## src/rtl/cpu_boot_sequencer.sv

```systemverilog
// Run controller for the CPU core: byte-serial program load, reset flush window,
// then free-run / pause / single-step gating through a registered clock-enable.
module cpu_boot_sequencer #(
  parameter int ADD_WIDTH  = 8,
  parameter int INS_WIDTH  = 32,
  parameter int RST_CYCLES = 2
) (
  input  logic                 clk,
  input  logic                 rst,
  input  logic                 load_start,
  input  logic [ADD_WIDTH:0]   load_len,
  input  logic                 byte_valid,
  input  logic [7:0]           byte_data,
  output logic                 byte_ready,
  input  logic                 run_en,
  input  logic                 step_req,
  output logic                 pm_we,
  output logic [ADD_WIDTH-1:0] pm_waddr,
  output logic [INS_WIDTH-1:0] pm_wdata,
  output logic                 cpu_rst,
  output logic                 cpu_clk_en,
  output logic                 load_done,
  output logic [15:0]          cycle_count
);

  typedef enum logic [2:0] {S_IDLE, S_LOAD, S_WRITE, S_FLUSH, S_PAUSE, S_RUN} state_t;

  localparam logic [ADD_WIDTH:0] MAX_LEN = (ADD_WIDTH+1)'(2**ADD_WIDTH);
  localparam logic [3:0]         FLUSH_LAST = 4'(RST_CYCLES - 1);

  state_t               r_state, w_next;
  logic [ADD_WIDTH:0]   r_len;
  logic [1:0]           r_bidx;
  logic [3:0]           r_fcnt;
  logic                 r_byte_ready, r_pm_we, r_cpu_rst, r_clk_en, r_load_done;
  logic [ADD_WIDTH-1:0] r_waddr;
  logic [INS_WIDTH-1:0] r_wdata;
  logic [15:0]          r_cnt;

  logic w_len_ok, w_accept, w_last_word, w_load_entry, w_step;

  assign w_len_ok    = (load_len != '0) && (load_len <= MAX_LEN);
  assign w_accept    = r_byte_ready && byte_valid;
  assign w_last_word = ({1'b0, r_waddr} + (ADD_WIDTH+1)'(1)) == r_len;

  always_comb begin
    w_next = r_state;
    case (r_state)
      S_IDLE:  if (load_start && w_len_ok) w_next = S_LOAD;
      S_LOAD:  if (w_accept && r_bidx == 2'd3) w_next = S_WRITE;
      S_WRITE: w_next = w_last_word ? S_FLUSH : S_LOAD;
      S_FLUSH: if (r_fcnt == FLUSH_LAST) w_next = S_PAUSE;
      S_PAUSE: begin
        if (load_start && w_len_ok) w_next = S_LOAD;
        else if (run_en)            w_next = S_RUN;
      end
      S_RUN: begin
        if (load_start && w_len_ok) w_next = S_LOAD;
        else if (!run_en)           w_next = S_PAUSE;
      end
      default: w_next = S_IDLE;
    endcase
  end

  // A fresh load is any entry into LOAD that is not the return from a word write.
  assign w_load_entry = (w_next == S_LOAD) &&
                        (r_state == S_IDLE || r_state == S_PAUSE || r_state == S_RUN);
  assign w_step       = (r_state == S_PAUSE) && (w_next == S_PAUSE) && step_req;

  always_ff @(posedge clk) begin
    if (rst) begin
      r_state      <= S_IDLE;
      r_byte_ready <= 1'b0;
      r_pm_we      <= 1'b0;
      r_cpu_rst    <= 1'b1;
      r_clk_en     <= 1'b0;
      r_load_done  <= 1'b0;
      r_waddr      <= '0;
      r_wdata      <= '0;
      r_bidx       <= '0;
      r_fcnt       <= '0;
      r_cnt        <= '0;
    end else begin
      r_state      <= w_next;
      r_byte_ready <= (w_next == S_LOAD);
      r_pm_we      <= (w_next == S_WRITE);
      r_cpu_rst    <= (w_next == S_IDLE) || (w_next == S_LOAD) ||
                      (w_next == S_WRITE) || (w_next == S_FLUSH);
      r_clk_en     <= (w_next == S_RUN) || w_step;

      if (w_load_entry) begin
        r_waddr     <= '0;
        r_bidx      <= '0;
        r_cnt       <= '0;
        r_load_done <= 1'b0;
      end else begin
        if (r_clk_en && r_cnt != 16'hFFFF) r_cnt <= r_cnt + 16'd1;
        if (r_state == S_WRITE && !w_last_word) r_waddr <= r_waddr + ADD_WIDTH'(1);
        if (r_state == S_FLUSH && w_next == S_PAUSE) r_load_done <= 1'b1;
      end

      if (w_accept) begin
        r_wdata[8*r_bidx +: 8] <= byte_data;
        r_bidx                 <= r_bidx + 2'd1;
      end

      r_fcnt <= (r_state == S_FLUSH) ? r_fcnt + 4'd1 : 4'd0;
    end
  end

  always_ff @(posedge clk) begin
    if (w_load_entry) r_len <= load_len;
  end

  assign byte_ready  = r_byte_ready;
  assign pm_we       = r_pm_we;
  assign pm_waddr    = r_waddr;
  assign pm_wdata    = r_wdata;
  assign cpu_rst     = r_cpu_rst;
  assign cpu_clk_en  = r_clk_en;
  assign load_done   = r_load_done;
  assign cycle_count = r_cnt;

endmodule

```

## config.mk

```make
export PLATFORM = sky130hd
export DESIGN_NAME = cpu_boot_sequencer
export DESIGN_NICKNAME = d
export VERILOG_FILES = /design/src/rtl/cpu_boot_sequencer.sv
export SDC_FILE = /design/constraint.sdc
export NUM_CORES = 1
export LEC_CHECK = 0
export BUFFER_PORTS_ARGS = -buffer_cell sky130_fd_sc_hd__buf_2
export CORE_ASPECT_RATIO = 1.2
export CORE_UTILIZATION = 57
export CTS_CLUSTER_SIZE = 20
export DETAILED_ROUTE_END_ITERATION = 12
export PLACE_DENSITY_LB_ADDON = 0.08
export SLEW_MARGIN = 15
export SYNTH_ARGS = -nofsm -noshare
export SYNTH_HDL_FRONTEND = slang
export SYNTH_SLANG_ARGS = --single-unit
export TNS_END_PERCENT = 100
```

## constraint.sdc

```tcl
create_clock -name clk -period 5.1 [get_ports clk]
set_clock_uncertainty 0.1 [all_clocks]
set_input_delay 1.02 -clock clk [delete_from_list [all_inputs] [get_ports clk]]
set_output_delay 1.02 -clock clk [all_outputs]
set_load 0.05 [all_outputs]
```

==> impl_results.md <==
- Status: complete, no violations
- Clock sinks: 79
- Clk Latency, worst-skew pair: 350 ps
- VDD IR-drop max: 0.232 mV
- DIE AREA: 6500 sq um
- IO Port Bufs: 83
- Area contributors post-synth: dfxtp_1 40%, edfxtp_1 7.7%, a22oi_1 6.8%
- #FFs+latches synth: 79
- Seq pwr share: 55.8%
- CTS Root Cell: clkbuf_8
- Via density: 5.72
- Worst EP arrival: 3150 ps
- DIE HEIGHT: 88.1 um
- Post-CTS Setup Inserts: 0
- Switching pwr: 288 uW
- Syn avg cell area: 9.60 sq um
- Hold Fails Final Rpt: 0
- Vias: 3060
- Leakage: 1.71 nW
- Area leader, netlist: dfxtp_1
- Library cells used by synthesis: 53
- Gates resized, CTS repair: 0
- Mapped Cells: 367
- Vias in the first global route: 2812
- WL/cell: 15.0 um
- Logic gate share of total power: 6.7%
- Global-route wire length before repair: 12.9 mm
- Sequential area share after synthesis: 47.5%
- P_int: 871 uW
- Fraction of registers with async set/reset: 0%
- CTS clk-pin slew, worst paths: 80 ps
- Final WL: 8.04 mm
- Grt ovf: 0
- Dpl ws: 1670 ps
- Initial Util: 58.6%
- Setup TNS: 0 ps
- Die W: 73.8 um
- CTS tree: yes
- # DRC: 0
- Std-Cell Rows: 31
- Iteration-0 DRC count of the detailed router: 172
- Clock power share: 37.5%
- Crit-path max FO: 23
- First-pass iteration count of the detailed router: 4
- Final Slew Violations: 0
- I/O Pins: 84
- Largest net degree at the start of global routing: 44
- Antenna Nets Post-Route: 0
- Crit path time final: 3050 ps
- Rel. slew slack: 39.2%
- Longest Clk Path Bufs: 2
- Top FF cell, synth: dfxtp_1
- Startpoint Class: primary input
- RSZ-0062 raised after global routing: false
- CTS buffer count: 9
- Diodes inserted: 0
- Clock H-tree levels: 3
- Placeable Area: 6010 sq um
- Syn. warnings: 0
- Total nets after synthesis: 399
- Area Growth Syn to Fin: 18.4%
- CP endpoint kind: flop
- Final number of setup-violating endpoints: 0
- Fmax: 328 MHz
- Least-Margin Pin Slew: 911 ps
- # hold bufs at CTS: 0
- Post-synth EDFFs: 9
- Switching share of power: 24.9%
- Layout cells sized above 1: 24.7%
- Worst setup path category: in -> reg
- # fillers: 508
- Initial antenna violation count: 0
- Hpwl dp: 5.83 mm
- Gpl congestion: 0.895
- Final nets: 480
- Final period util: 59.7%
- Hold Path Class: reg -> reg
- Max-cap violations: 0
- Mapped cell area: 3520 sq um
- Pwr per Cell Area: 278 nW/um^2
- Final worst slack: 2050 ps
- Top cell type's share of synthesized area: 39.8%
- CP Data Required Time: 5210 ps
- GRT Total Usage: 26.3%
[final timing paths]
| check | from | to | slack [ps] | cells after the start |
|---|---|---|---|---|
| max | load_len[5] | cycle_count[2] | 2050 | 7 |
| min | r_fcnt[0] | r_fcnt[0] | 370 | 1 |
| max reg2reg | pm_waddr[0] | pm_waddr[3] | 2520 | 7 |
| min reg2reg | r_fcnt[0] | r_fcnt[0] | 370 | 1 |
[area by class of cell]
class,instances,area [sq um],share of cell area [%]
timing repair buffer,85,430,10.3
tap,82,103,2.46
multi-input combinational,264,1750,41.9
clock buffer,12,156,3.75
sequential,79,1670,40.1
clock inverter,4,28.8,0.690
inverter,9,33.8,0.810
[routing by layer]
layer  up-vias  part of all wire (%)  global-route usage [%]
met5         -                     0                       0
met4         0                   1.9                    11.7
met3        12                   4.7                    6.79
met2        83                    52                    45.3
met1      1463                    42                    30.4
li1       1502                     -                       -
[layout by cell type, fill, tap and decap left out, drive strengths merged, types with 6 or more instances in the layout]
master,instances
ha,9
nand4,6
a22oi,32
buf,85
nand2,12
inv,10
xor2,17
nor2,62
o31ai,7
xnor2,10
dfxtp,70
and2,6
or3,7
or4,6
clkbuf,12
a21oi,9
nand3,19
edfxtp,9
[worst max-delay path, stage by stage]
cell,delay [ps]
buf_2,120
or4_1,550
o21ai_1,180
and4_1,280
o31ai_2,120
o21bai_2,750
nor3_1,130
[cell usage after synthesis, types with 5 or more instances]
cell and instances:
or4_1 6, and2_1 6, dfxtp_1 70, clkbuf_1 9
xor2_1 17, a31oi_1 5, nor4_1 5, a22oi_1 32
edfxtp_1 9, inv_1 9, a21oi_1 9, nand2_1 11
or3_1 7, xnor2_1 10, nor2_1 62, nand3_1 18
and3_1 5, o31ai_1 5, ha_1 9, nand4_1 6
[power by group through the flow]
stage	combinational, mW	clock (mW)	sequential [mW]
after floorplan	0.0440	0	0.667
after global placement	0.0760	0	0.660
after detailed placement	0.0779	0	0.660
after CTS	0.0784	0.446	0.646
after global routing	0.0849	0.473	0.647
final	0.0780	0.435	0.646
[kinds of logic (layout without fill, tap and decap cells)]
kind of cell,Yosys count,count (layout),synth area share (%)
DFF,79,79,47.5
AOI/OAI and AO/OA,72,72,15.8
muxes,3,3,0.853
xor gates and xnor gates,27,27,6.71
buffers and inverters,24,110,3.09
adders and majority gates,9,9,3.20
and+or+nand+nor,153,153,22.8
[flip-flops by register name, indices dropped and copies added (netlist names)]
| signal | count |
|---|---|
| cycle_count | 16 |
| pm_we | 1 |
| r_bidx | 2 |
| r_state | 3 |
| cpu_rst | 1 |
| byte_ready | 1 |
| r_len | 9 |
| pm_waddr | 8 |
| load_done | 1 |
| r_fcnt | 4 |
| pm_wdata | 32 |
| cpu_clk_en | 1 |
[metrics by stage]
stage               total power, mW  cells  util (%)  area [sq um]  hold slack, ps
finish                         1.16    535      69.4          4170             372
CTS                            1.17    535      69.3          4170             381
floorplan                     0.711    367         -          3520             333
global placement              0.736    519      66.2          3980             350
global route                   1.21    535      69.4          4170             409
detailed placement            0.738    519      66.2          3980             362
Note: power is estimated with default switching activity, not from simulation.
